===== config.mk =====
export PLATFORM = sky130hd
export DESIGN_NAME = bcd_up_timer_flat
export DESIGN_NICKNAME = d
export VERILOG_FILES = /design/src/rtl/bcd_timer_pkg.sv /design/src/rtl/bcd_up_timer_if.sv /design/src/rtl/bcd_digit_up.sv /design/src/rtl/bcd_up_timer.sv /design/src/flat_wrapper.sv
export SDC_FILE = /design/constraint.sdc
export NUM_CORES = 1
export LEC_CHECK = 0
export ABC_AREA = 1
export CAP_MARGIN = 30
export CORE_ASPECT_RATIO = 1.4
export CORE_UTILIZATION = 45
export DETAILED_ROUTE_END_ITERATION = 16
export MAX_ROUTING_LAYER = met4
export PLACE_DENSITY_LB_ADDON = 0.3
export SLEW_MARGIN = 0
export SYNTH_ARGS = -nofsm -noshare
export SYNTH_HDL_FRONTEND = slang
export SYNTH_SLANG_ARGS = --single-unit

===== constraint.sdc =====
create_clock -name clock -period 2.81 [get_ports clock]
set_clock_uncertainty 0.2 [all_clocks]
set_input_delay 0.562 -clock clock [delete_from_list [all_inputs] [get_ports clock]]
set_output_delay 0.562 -clock clock [all_outputs]
set_load 0.01 [all_outputs]

===== src/rtl/bcd_timer_pkg.sv =====
// Shared types, digit limits, bus field offsets and BCD helpers for the
// three-digit up timer.
package bcd_timer_pkg;

    typedef enum logic [1:0] {
        IDLE = 2'd0,
        RUN  = 2'd1,
        HOLD = 2'd2,
        DONE = 2'd3
    } state_t;

    localparam int UNI_MAX = 9;
    localparam int DEZ_MAX = 9;
    localparam int CEN_MAX = 3;

    localparam int UNI_LSB = 0;
    localparam int DEZ_LSB = 4;
    localparam int CEN_LSB = 8;
    localparam int UNI_W   = 4;
    localparam int DEZ_W   = 4;
    localparam int CEN_W   = 2;
    localparam int BUS_W   = 10;

    function automatic logic [3:0] sat_digit(input logic [3:0] d, input logic [3:0] lim);
        logic [3:0] r;
        if (d > lim) begin
            r = lim;
        end else begin
            r = d;
        end
        return r;
    endfunction

    // Out-of-range digits clamp to the digit's maximum rather than being rejected
    function automatic logic [BUS_W-1:0] sat_preset(input logic [BUS_W-1:0] p);
        logic [UNI_W-1:0] u;
        logic [DEZ_W-1:0] d;
        logic [CEN_W-1:0] c;
        u = sat_digit(p[UNI_LSB +: UNI_W], 4'(UNI_MAX));
        d = sat_digit(p[DEZ_LSB +: DEZ_W], 4'(DEZ_MAX));
        c = (p[CEN_LSB +: CEN_W] > 2'(CEN_MAX)) ? 2'(CEN_MAX) : p[CEN_LSB +: CEN_W];
        return {c, d, u};
    endfunction

    function automatic logic [BUS_W-1:0] bcd_inc(input logic [BUS_W-1:0] v);
        logic [UNI_W-1:0] u;
        logic [DEZ_W-1:0] d;
        logic [CEN_W-1:0] c;
        u = v[UNI_LSB +: UNI_W];
        d = v[DEZ_LSB +: DEZ_W];
        c = v[CEN_LSB +: CEN_W];
        if (u == 4'(UNI_MAX)) begin
            u = 4'd0;
            if (d == 4'(DEZ_MAX)) begin
                d = 4'd0;
                c = (c == 2'(CEN_MAX)) ? 2'd0 : c + 2'd1;
            end else begin
                d = d + 4'd1;
            end
        end else begin
            u = u + 4'd1;
        end
        return {c, d, u};
    endfunction

endpackage


===== src/rtl/bcd_up_timer_if.sv =====
// Control/status bundle between the button front end and the BCD up timer.
interface bcd_up_timer_if;

    logic       botao;
    logic [9:0] preset;
    logic       start;
    logic       pause;
    logic       clear;
    logic [9:0] Q;
    logic       running;
    logic       done;
    logic       fim;

    modport master (
        output botao, preset, start, pause, clear,
        input  Q, running, done, fim
    );

    modport slave (
        input  botao, preset, start, pause, clear,
        output Q, running, done, fim
    );

endinterface


===== src/rtl/bcd_digit_up.sv =====
// Single mod-(MAX+1) BCD up digit; carry is high when an increment wraps it.
module bcd_digit_up #(
    parameter int MAX = 9,
    parameter int W   = 4
) (
    input  logic         clock,
    input  logic         reset_n,
    input  logic         inc,
    input  logic         clr,
    output logic [W-1:0] q,
    output logic         carry
);

    localparam logic [W-1:0] TOP = W'(MAX);

    assign carry = inc && (q == TOP);

    // Digit register: clear has priority over increment
    always_ff @(posedge clock or negedge reset_n) begin
        if (!reset_n) begin
            q <= {W{1'b0}};
        end else if (clr) begin
            q <= {W{1'b0}};
        end else if (inc) begin
            q <= (q == TOP) ? {W{1'b0}} : q + W'(1);
        end else begin
            q <= q;
        end
    end

endmodule


===== src/rtl/bcd_up_timer.sv =====
// Three-digit BCD up timer (000..399) with prescaler, pause/resume and target stop.
// Optional build macro: BCD_UP_TIMER_AUTORESTART_EN (wrap to 000 after the target).
module bcd_up_timer
    import bcd_timer_pkg::*;
#(
    parameter int DIV = 1
) (
    input  logic          clock,
    input  logic          reset_n,
    bcd_up_timer_if.slave bus
);

    localparam int PW = (DIV > 1) ? $clog2(DIV) : 1;
    localparam logic [PW-1:0] PRESC_LAST = PW'(DIV - 1);

    state_t             state_r;
    state_t             state_nxt_s;
    logic [BUS_W-1:0]   target_r;
    logic [PW-1:0]      presc_r;
    logic [PW-1:0]      presc_nxt_s;
    logic               running_r;
    logic               done_r;
    logic               fim_r;
    logic               fim_nxt_s;
    logic               load_s;
    logic               tick_s;
    logic               count_inc_s;
    logic               count_clr_s;
    logic [BUS_W-1:0]   count_s;
    logic [BUS_W-1:0]   count_next_s;
    logic [UNI_W-1:0]   uni_q_s;
    logic [DEZ_W-1:0]   dez_q_s;
    logic [CEN_W-1:0]   cen_q_s;
    logic               uni_carry_s;
    logic               dez_carry_s;
    logic               cen_carry_unused_s;

    bcd_digit_up #(.MAX(UNI_MAX), .W(UNI_W)) u_uni (
        .clock   (clock),
        .reset_n (reset_n),
        .inc     (count_inc_s),
        .clr     (count_clr_s),
        .q       (uni_q_s),
        .carry   (uni_carry_s)
    );

    bcd_digit_up #(.MAX(DEZ_MAX), .W(DEZ_W)) u_dez (
        .clock   (clock),
        .reset_n (reset_n),
        .inc     (uni_carry_s),
        .clr     (count_clr_s),
        .q       (dez_q_s),
        .carry   (dez_carry_s)
    );

    bcd_digit_up #(.MAX(CEN_MAX), .W(CEN_W)) u_cen (
        .clock   (clock),
        .reset_n (reset_n),
        .inc     (dez_carry_s),
        .clr     (count_clr_s),
        .q       (cen_q_s),
        .carry   (cen_carry_unused_s)
    );

    assign count_s      = {cen_q_s, dez_q_s, uni_q_s};
    assign count_next_s = bcd_inc(count_s);
    assign tick_s       = (state_r == RUN) && (presc_r == PRESC_LAST);

    assign bus.Q       = count_s;
    assign bus.running = running_r;
    assign bus.done    = done_r;
    assign bus.fim     = fim_r;

    // Next-state, prescaler and digit-chain control; clear > pause > start
    always_comb begin
        state_nxt_s = state_r;
        presc_nxt_s = presc_r;
        count_inc_s = 1'b0;
        count_clr_s = 1'b0;
        fim_nxt_s   = 1'b0;
        load_s      = 1'b0;
        case (state_r)
            IDLE, DONE: begin
                load_s = bus.botao;
                if (bus.clear) begin
                    state_nxt_s = IDLE;
                    count_clr_s = 1'b1;
                    presc_nxt_s = {PW{1'b0}};
                end else if (bus.start) begin
                    count_clr_s = 1'b1;
                    presc_nxt_s = {PW{1'b0}};
`ifdef BCD_UP_TIMER_AUTORESTART_EN
                    state_nxt_s = RUN;
`else
                    if (target_r == 10'd0) begin
                        state_nxt_s = DONE;
                        fim_nxt_s   = 1'b1;
                    end else begin
                        state_nxt_s = RUN;
                    end
`endif
                end else begin
                    state_nxt_s = state_r;
                end
            end
            RUN: begin
                if (bus.clear) begin
                    state_nxt_s = IDLE;
                    count_clr_s = 1'b1;
                    presc_nxt_s = {PW{1'b0}};
                end else if (bus.pause) begin
                    state_nxt_s = HOLD;
                end else if (tick_s) begin
                    presc_nxt_s = {PW{1'b0}};
`ifdef BCD_UP_TIMER_AUTORESTART_EN
                    // Target is shown for one full tick period, then the count wraps to 000
                    if (count_s == target_r) begin
                        count_clr_s = 1'b1;
                        fim_nxt_s   = (target_r == 10'd0);
                    end else begin
                        count_inc_s = 1'b1;
                        fim_nxt_s   = (count_next_s == target_r);
                    end
`else
                    count_inc_s = 1'b1;
                    if (count_next_s == target_r) begin
                        state_nxt_s = DONE;
                        fim_nxt_s   = 1'b1;
                    end else begin
                        state_nxt_s = RUN;
                    end
`endif
                end else begin
                    presc_nxt_s = presc_r + PW'(1);
                end
            end
            HOLD: begin
                if (bus.clear) begin
                    state_nxt_s = IDLE;
                    count_clr_s = 1'b1;
                    presc_nxt_s = {PW{1'b0}};
                end else if (bus.start) begin
                    state_nxt_s = RUN;
                end else begin
                    state_nxt_s = HOLD;
                end
            end
            default: begin
                state_nxt_s = IDLE;
                count_clr_s = 1'b1;
                presc_nxt_s = {PW{1'b0}};
            end
        endcase
    end

    // State, prescaler, target and registered status outputs
    always_ff @(posedge clock or negedge reset_n) begin
        if (!reset_n) begin
            state_r   <= IDLE;
            presc_r   <= {PW{1'b0}};
            target_r  <= 10'd0;
            running_r <= 1'b0;
            done_r    <= 1'b0;
            fim_r     <= 1'b0;
        end else begin
            state_r   <= state_nxt_s;
            presc_r   <= presc_nxt_s;
            target_r  <= load_s ? sat_preset(bus.preset) : target_r;
            running_r <= (state_nxt_s == RUN);
            done_r    <= (state_nxt_s == DONE);
            fim_r     <= fim_nxt_s;
        end
    end

endmodule


===== src/flat_wrapper.sv =====
// flat-port wrapper written by rule: the top's interface ports become plain ports
module bcd_up_timer_flat import bcd_timer_pkg::*;
#(
    parameter int DIV = 1
)
  (clock, reset_n, bus_botao, bus_preset, bus_start, bus_pause, bus_clear, bus_Q, bus_running, bus_done, bus_fim);
  bcd_up_timer_if bus_i ();
  input  logic clock;
  input  logic reset_n;
  input wire logic [$bits(bus_i.botao)-1:0] bus_botao;
  input wire logic [$bits(bus_i.preset)-1:0] bus_preset;
  input wire logic [$bits(bus_i.start)-1:0] bus_start;
  input wire logic [$bits(bus_i.pause)-1:0] bus_pause;
  input wire logic [$bits(bus_i.clear)-1:0] bus_clear;
  output wire logic [$bits(bus_i.Q)-1:0] bus_Q;
  output wire logic [$bits(bus_i.running)-1:0] bus_running;
  output wire logic [$bits(bus_i.done)-1:0] bus_done;
  output wire logic [$bits(bus_i.fim)-1:0] bus_fim;
  assign bus_i.botao = bus_botao;
  assign bus_i.preset = bus_preset;
  assign bus_i.start = bus_start;
  assign bus_i.pause = bus_pause;
  assign bus_i.clear = bus_clear;
  assign bus_Q = bus_i.Q;
  assign bus_running = bus_i.running;
  assign bus_done = bus_i.done;
  assign bus_fim = bus_i.fim;
  bcd_up_timer #(.DIV(DIV)) u_core (.clock(clock), .reset_n(reset_n), .bus(bus_i));
endmodule

After elaboration in Yosys (flattened, before gate mapping)
Cells that the tools add are included.
{"block": "op_classes", "n_lt_le_gt_ge": 3, "n_eq_ne": 12, "bitwise_logic": 1, "n_mux": 49, "reduce_logical": 11, "n_addsub": 4}
{"cell": "2-to-1 mux 4 bit", "n": 9}
{"cell": "2-to-1 mux 2 bit", "n": 15}
{"cell": "2-to-1 mux 1 bit", "n": 21}
{"cell": "== test 10 bit", "n": 1}
{"cell": "zero test 10 bit", "n": 1}
{"cell": "adder 4 x 1 -> 4 bit (second input constant)", "n": 2}
{"cell": "== test 2 bit (second input constant)", "n": 4}
{"cell": "== test 4 bit (second input constant)", "n": 2}
{"cell": "> comparator 4 bit (second input constant)", "n": 2}
{"cell": "!= test 3 bit (second input constant)", "n": 2}
{"cell": "case mux 2 bit (3 select lines)", "n": 1}
{"cell": "nonzero test 2 bit", "n": 3}
{"cell": "== test 2 x 1 -> 1 bit (second input constant)", "n": 2}
{"cell": "case mux 1 bit (2 select lines)", "n": 2}
{"cell": "OR reduction 2 bit", "n": 2}
{"cell": "logical AND 1 bit", "n": 3}
{"cell": "case mux 1 bit (3 select lines)", "n": 1}
{"cell": "AND reduction 3 bit", "n": 1}
{"cell": "adder 2 x 1 -> 2 bit (second input constant)", "n": 1}
{"cell": "> comparator 2 bit (second input constant)", "n": 1}
{"cell": "zero test 2 bit", "n": 1}
{"cell": "!= test 2 bit (second input constant)", "n": 1}
{"cell": "adder 1 bit (second input constant)", "n": 1}
{"cell": "NOT 1 bit", "n": 1}
{"block": "totals", "output_inout_bits": 13, "wordCells": 89, "register_bits": 26}

Depth between registers and ports, before layout
{"block": "depth", "ltp_word": 11, "ltp_mapped": 17}

Cells and area by module
A second synthesis with hierarchy kept.
{"block": "unflattened", "hier_cells": 285, "hier_area_um2": 1878.1}
{"mod": "bcd_up_timer", "instances": 1, "cells_each": 191, "area_per_inst_um2": 1238.7}
{"mod": "bcd_digit_up at u_core.u_dez ...", "instances": 2, "cells_each": 40, "area_per_inst_um2": 265.3}
{"mod": "bcd_digit_up at u_core.u_cen", "instances": 1, "cells_each": 14, "area_per_inst_um2": 108.9}

Least setup slack after synthesis
Ideal clock, no wire load.
{"block": "synth_path", "path_kind": "reg2reg", "from": "register u_core.u_dez.q[1]", "to": "register u_core.running_r, in the netlist u_core.bus.running", "path_buffers": 0, "slack_ps": 765, "path_stages_with_launch": 17, "synth_period_minus_slack_ps": 2045, "arrival_time_ps": 1715, "required_time_ps": 2480, "cell_sequence": "dfrtp_1 inv_1 ha_1 nand3_1 inv_2 nor2_1 nand2_1 nand3_1 nand2_1 nor2_2 nand3_1 nand2_1 nand2_1 nand2_1 nand2_1 nand2_1 nor2_1"}
{"block": "synth_via", "elab_chain_cells": 10, "elab_cells_between_ends": 13, "classes_between": "add/sub (1); eq/ne (3); mux (9)"}
{"element": "from (decl)", "line_no": "bcd_digit_up.sv:10", "text": "output logic [W-1:0] q,"}
{"element": "from (signal assigned)", "line_no": "bcd_digit_up.sv:21", "text": "q <= {W{1'b0}};"}
{"element": "from (signal assigned)", "line_no": "bcd_digit_up.sv:23", "text": "q <= {W{1'b0}};"}
{"element": "from (signal assigned)", "line_no": "bcd_digit_up.sv:25", "text": "q <= (q == TOP) ? {W{1'b0}} : q + W'(1);"}
{"element": "adder 4 x 1 -> 4 bit or == test 4 bit (tied branches)", "line_no": "bcd_timer_pkg.sv:58, bcd_timer_pkg.sv:54"}
{"element": "2-to-1 mux 4 bit or 2-to-1 mux 2 bit (tied branches)", "line_no": "bcd_timer_pkg.sv:54", "text": "if (d == 4'(DEZ_MAX)) begin"}
{"element": "2-to-1 mux 4 bit or 2-to-1 mux 2 bit (tied branches)", "line_no": "bcd_timer_pkg.sv:52", "text": "if (u == 4'(UNI_MAX)) begin"}
{"element": "== test 10 bit *", "line_no": "bcd_up_timer.sv:126", "text": "if (count_next_s == target_r) begin"}
{"element": "2-to-1 mux 2 bit *", "line_no": "bcd_up_timer.sv:126"}
{"element": "2-to-1 mux 2 bit *", "line_no": "bcd_up_timer.sv:113", "text": "end else if (tick_s) begin"}
{"element": "2-to-1 mux 2 bit *", "line_no": "bcd_up_timer.sv:111", "text": "end else if (bus.pause) begin"}
{"element": "2-to-1 mux 2 bit *", "line_no": "bcd_up_timer.sv:107", "text": "if (bus.clear) begin"}
{"element": "case mux 2 bit (3 select lines) *", "line_no": "bcd_up_timer.sv:82", "text": "case (state_r)"}
{"element": "named net u_core.state_nxt_s[1]", "line_no": "bcd_up_timer.sv:17", "text": "state_t state_nxt_s;"}
{"element": "== test 2 x 1 -> 1 bit *", "line_no": "bcd_up_timer.sv:169", "text": "running_r <= (state_nxt_s == RUN);"}
{"element": "to (signal assigned)", "line_no": "bcd_up_timer.sv:169"}
{"element": "to (decl)", "line_no": "bcd_up_timer.sv:21", "text": "logic running_r;"}
Mark *: on every way through the listed nets, which the timed path passes. The rest lies on a longest branch.
A chain may end at the register's enable or synchronous reset.

Worst setup path after layout
Ends and elaborated chain as after synthesis.

==> flow_summary.yaml <==
layout:
  area_growth_syn_to_layout_pct: 24.59
  design.final.nets: 280
  seqCellArea_um2: 650.6
  total_area_of_multi_input_combinational_cells_um2: 813.3
  drive_above_1_share_pct: 6.202
  fillers: 316
  layout.cells.non_filler: 298
  inserted_diodes: 0
timing:
  grt_setup_unrepaired: "no"
  achievable-frequency_mhz: 440.4
  layout_setup_ws_ps: 539.5
  count_of_endpoints_failing_hold_in_the_final_timing_report: 0
  timing.slew.headroom_pct: 64.21
  finalMaxSlewViolations: 0
  worst_pin_slew_ps: 531.2
  layout_worst_path_cycle_share_pct: 80.80
  finalSetupTns_ps: 0
  post-route-min-period_ps: 2271
  setup_violations: 0
  fin_worst_hold_slack_ps: 295.5
clocking:
  cts-buffers-inserted: 3
  cts_resizes: 0
  worst_setup_hold_path_clk_slew_ps: 90
  cts_tree: "built"
  cts_sinks: 26
  clock_insertion_delay_worst_skew_ps: 270
  clockRootBuffer: "clkbuf_8"
  cts_hold_repair.buffers: 0
  cts_setup_buffers: 0
  htree_levels: 1
  clock_path_buffers: 2
routing:
  drt_pre_antenna_iters: 5
  drt-initial-drc-count: 43
  wl_per_cell_um: 12.13
  detailroute.via_count: 1526
  detail_route.vias_per_cell: 5.121
  antenna_left: 0
  drcViolationCount: 0
  detail_route.wirelength_um: 3614
outcome:
  outcome: "completed"
place:
  place_inst: 294
  place.port_buffers: 28
  worst_setup_timing_slack_at_the_placement_stage_ps: 382.9
  gpl.final_weighted_congestion: 0.9179
  dpl.hpwl_um: 2807
floorplanning:
  dieHeight_um: 72.62
  start_util_pct: 47.44
  num_rows: 25
  pin_count: 29
  dieWidth_um: 52.44
  core_area_mm2: 0.003378
  design.die.area_mm2: 0.003808
grt:
  grt-ovfl-total: 0
  grt_pass1_wl_um: 6078
  grt_start_max_net_pins: 27
  antenna_found_initial: 0
  groute.usage.overall_pct: 21.82
  grt_pass1_vias: 1471
worst_setup_path:
  timing.critical_path.to: "u_core.bus.running"
  timing.reg2reg.worst_path_depth: 16
  critical_path_arrival_ps: 2230
  crit-reg2reg-capture: "u_core.bus.running"
  crit_fanout: 5
  crit_required_ps: 2770
  worst_setup_path_end_kind: "register"
  worstSetupStartpointType: "register"
  worst_r2r_startpoint: "u_core.u_dez.q[1]"
  setup.worst_path.start: "u_core.u_dez.q[1]"
  timing.setup.critical_path_class: "reg2reg"
  timing.reg2reg.setup_slack_ps: 540
job:
  max_cap_viol_count: 0
synth:
  synth_largest_area_cell: "dfrtp_1"
  syn_nets: 248
  synth_flop_cell: "dfrtp_1"
  edff_count_synth: 0
  netlist_area_before_placement_mm2: 0.001603
  synthArstFlopShare_pct: 100.0
  post-synth-top-count-cell: "nand2_1"
  synth.area.top_cells: "dfrtp_1, nand2_1, inv_1"
  post_synth_most_frequent_cells: "nand2_1, inv_1, dfrtp_1"
  synth_seq_area_share_pct: 40.59
  ys_warn_count: 0
  synthDominantCellAreaShare_pct: 40.59
  syn-mean-instance-area_um2: 7.061
  synth.lib_cells_used.distinct: 26
  yosys_register_bits: 26
  syn_inst: 227
min_path:
  timing.hold.worst.class: "reg2reg"
  hold_path.startpoint: "u_core.presc_r"
power_and_ir_drop:
  total_leakage_power_nw: 0.9975
  vdd_ir_drop_max_uv: 459.7
  power-per-cell-area_mw_per_mm2: 642.8
  power_mw: 1.284
==> cells by family (layout without fill, tap and decap cells) <==
kind of cell | after synthesis | count (layout) | share of synthesized area [%]
DFF | 26 | 26 | 40.59
AOI/OAI and AO/OA | 30 | 30 | 11.24
and+or+nand+nor | 130 | 130 | 35.05
buffers and inverters | 35 | 66 | 8.665
xor gates and xnor gates | 1 | 1 | 0.5465
adders and majority gates | 5 | 5 | 3.903
==> metal layers <==
layer  GRT usage [%]  wire length (um)
met5               -                 0
met4           9.649                58
met3           2.083                89
met2           37.55              1922
met1           25.10              1543
==> power by group <==
| group | switching (mW) | total, mW | internal (mW) |
|---|---|---|---|
| registers | 0.0763 | 0.539 | 0.463 |
| clock network | 0.123 | 0.314 | 0.191 |
| logic | 0.266 | 0.431 | 0.165 |
==> placed cells by master, fill, tap and decap left out, types with 2 or more instances in the layout <==
| master | count |
|---|---|
| o32ai_1 | 2 |
| a21oi_1 | 4 |
| nor2_1 | 18 |
| clkbuf_8 | 3 |
| nand2_1 | 73 |
| inv_2 | 3 |
| nand3_1 | 22 |
| clkdlybuf4s50_1 | 28 |
| nand2_2 | 3 |
| inv_1 | 30 |
| nor2_2 | 4 |
| nand4_1 | 5 |
| ha_1 | 5 |
| nor3_1 | 2 |
| o22ai_1 | 4 |
| dfrtp_1 | 26 |
| o21ai_0 | 14 |
| o211ai_1 | 2 |
==> registers in the layout, summed over array words and instances, names as in the netlist <==
register            count
u_core.state_r          2
u_core.u_cen.q          2
u_core.presc_r          1
u_core.target_r        10
u_core.bus.fim          1
u_core.u_uni.q          4
u_core.bus.done         1
u_core.bus.running      1
u_core.u_dez.q          4
==> through the flow <==
stage               area, um2  util (%)
global route             1997     59.11
floorplan                1603         -
global placement         1926     57.00
detailed placement       1926     57.00
CTS                      1997     59.11
finish                   1997     59.11
==> worst min path at each step <==
stage / to / depth (start not counted)
2_1_floorplan: u_core.bus.done / 0
3_3_place_gp: u_core.presc_r / 2
3_5_place_dp: u_core.presc_r / 2
4_1_cts: u_core.presc_r / 2
5_1_grt: u_core.presc_r / 2
6_report: u_core.presc_r / 2
==> worst max-delay path, stage by stage (launching register included) <==
cell and delay, ps:
dfrtp_1 420, inv_1 100, ha_1 190, nand3_1 200, inv_2 80, nor2_1 150, nand2_1 120, nand3_1 90
nand2_1 60, nor2_2 130, nand3_1 90, nand2_1 60, nand2_1 40, nand2_1 50, nand2_1 60, nand2_1 70
nor2_1 40
==> area by class of cell <==
cell class	count	area share, %
tap	40	2.506
sequential	26	32.58
inverter	33	6.203
clock buffer	3	2.068
timing repair buffer	29	14.41
clock inverter	1	1.504
multi-input combinational	166	40.73
Power figures use the tool's default switching activity.
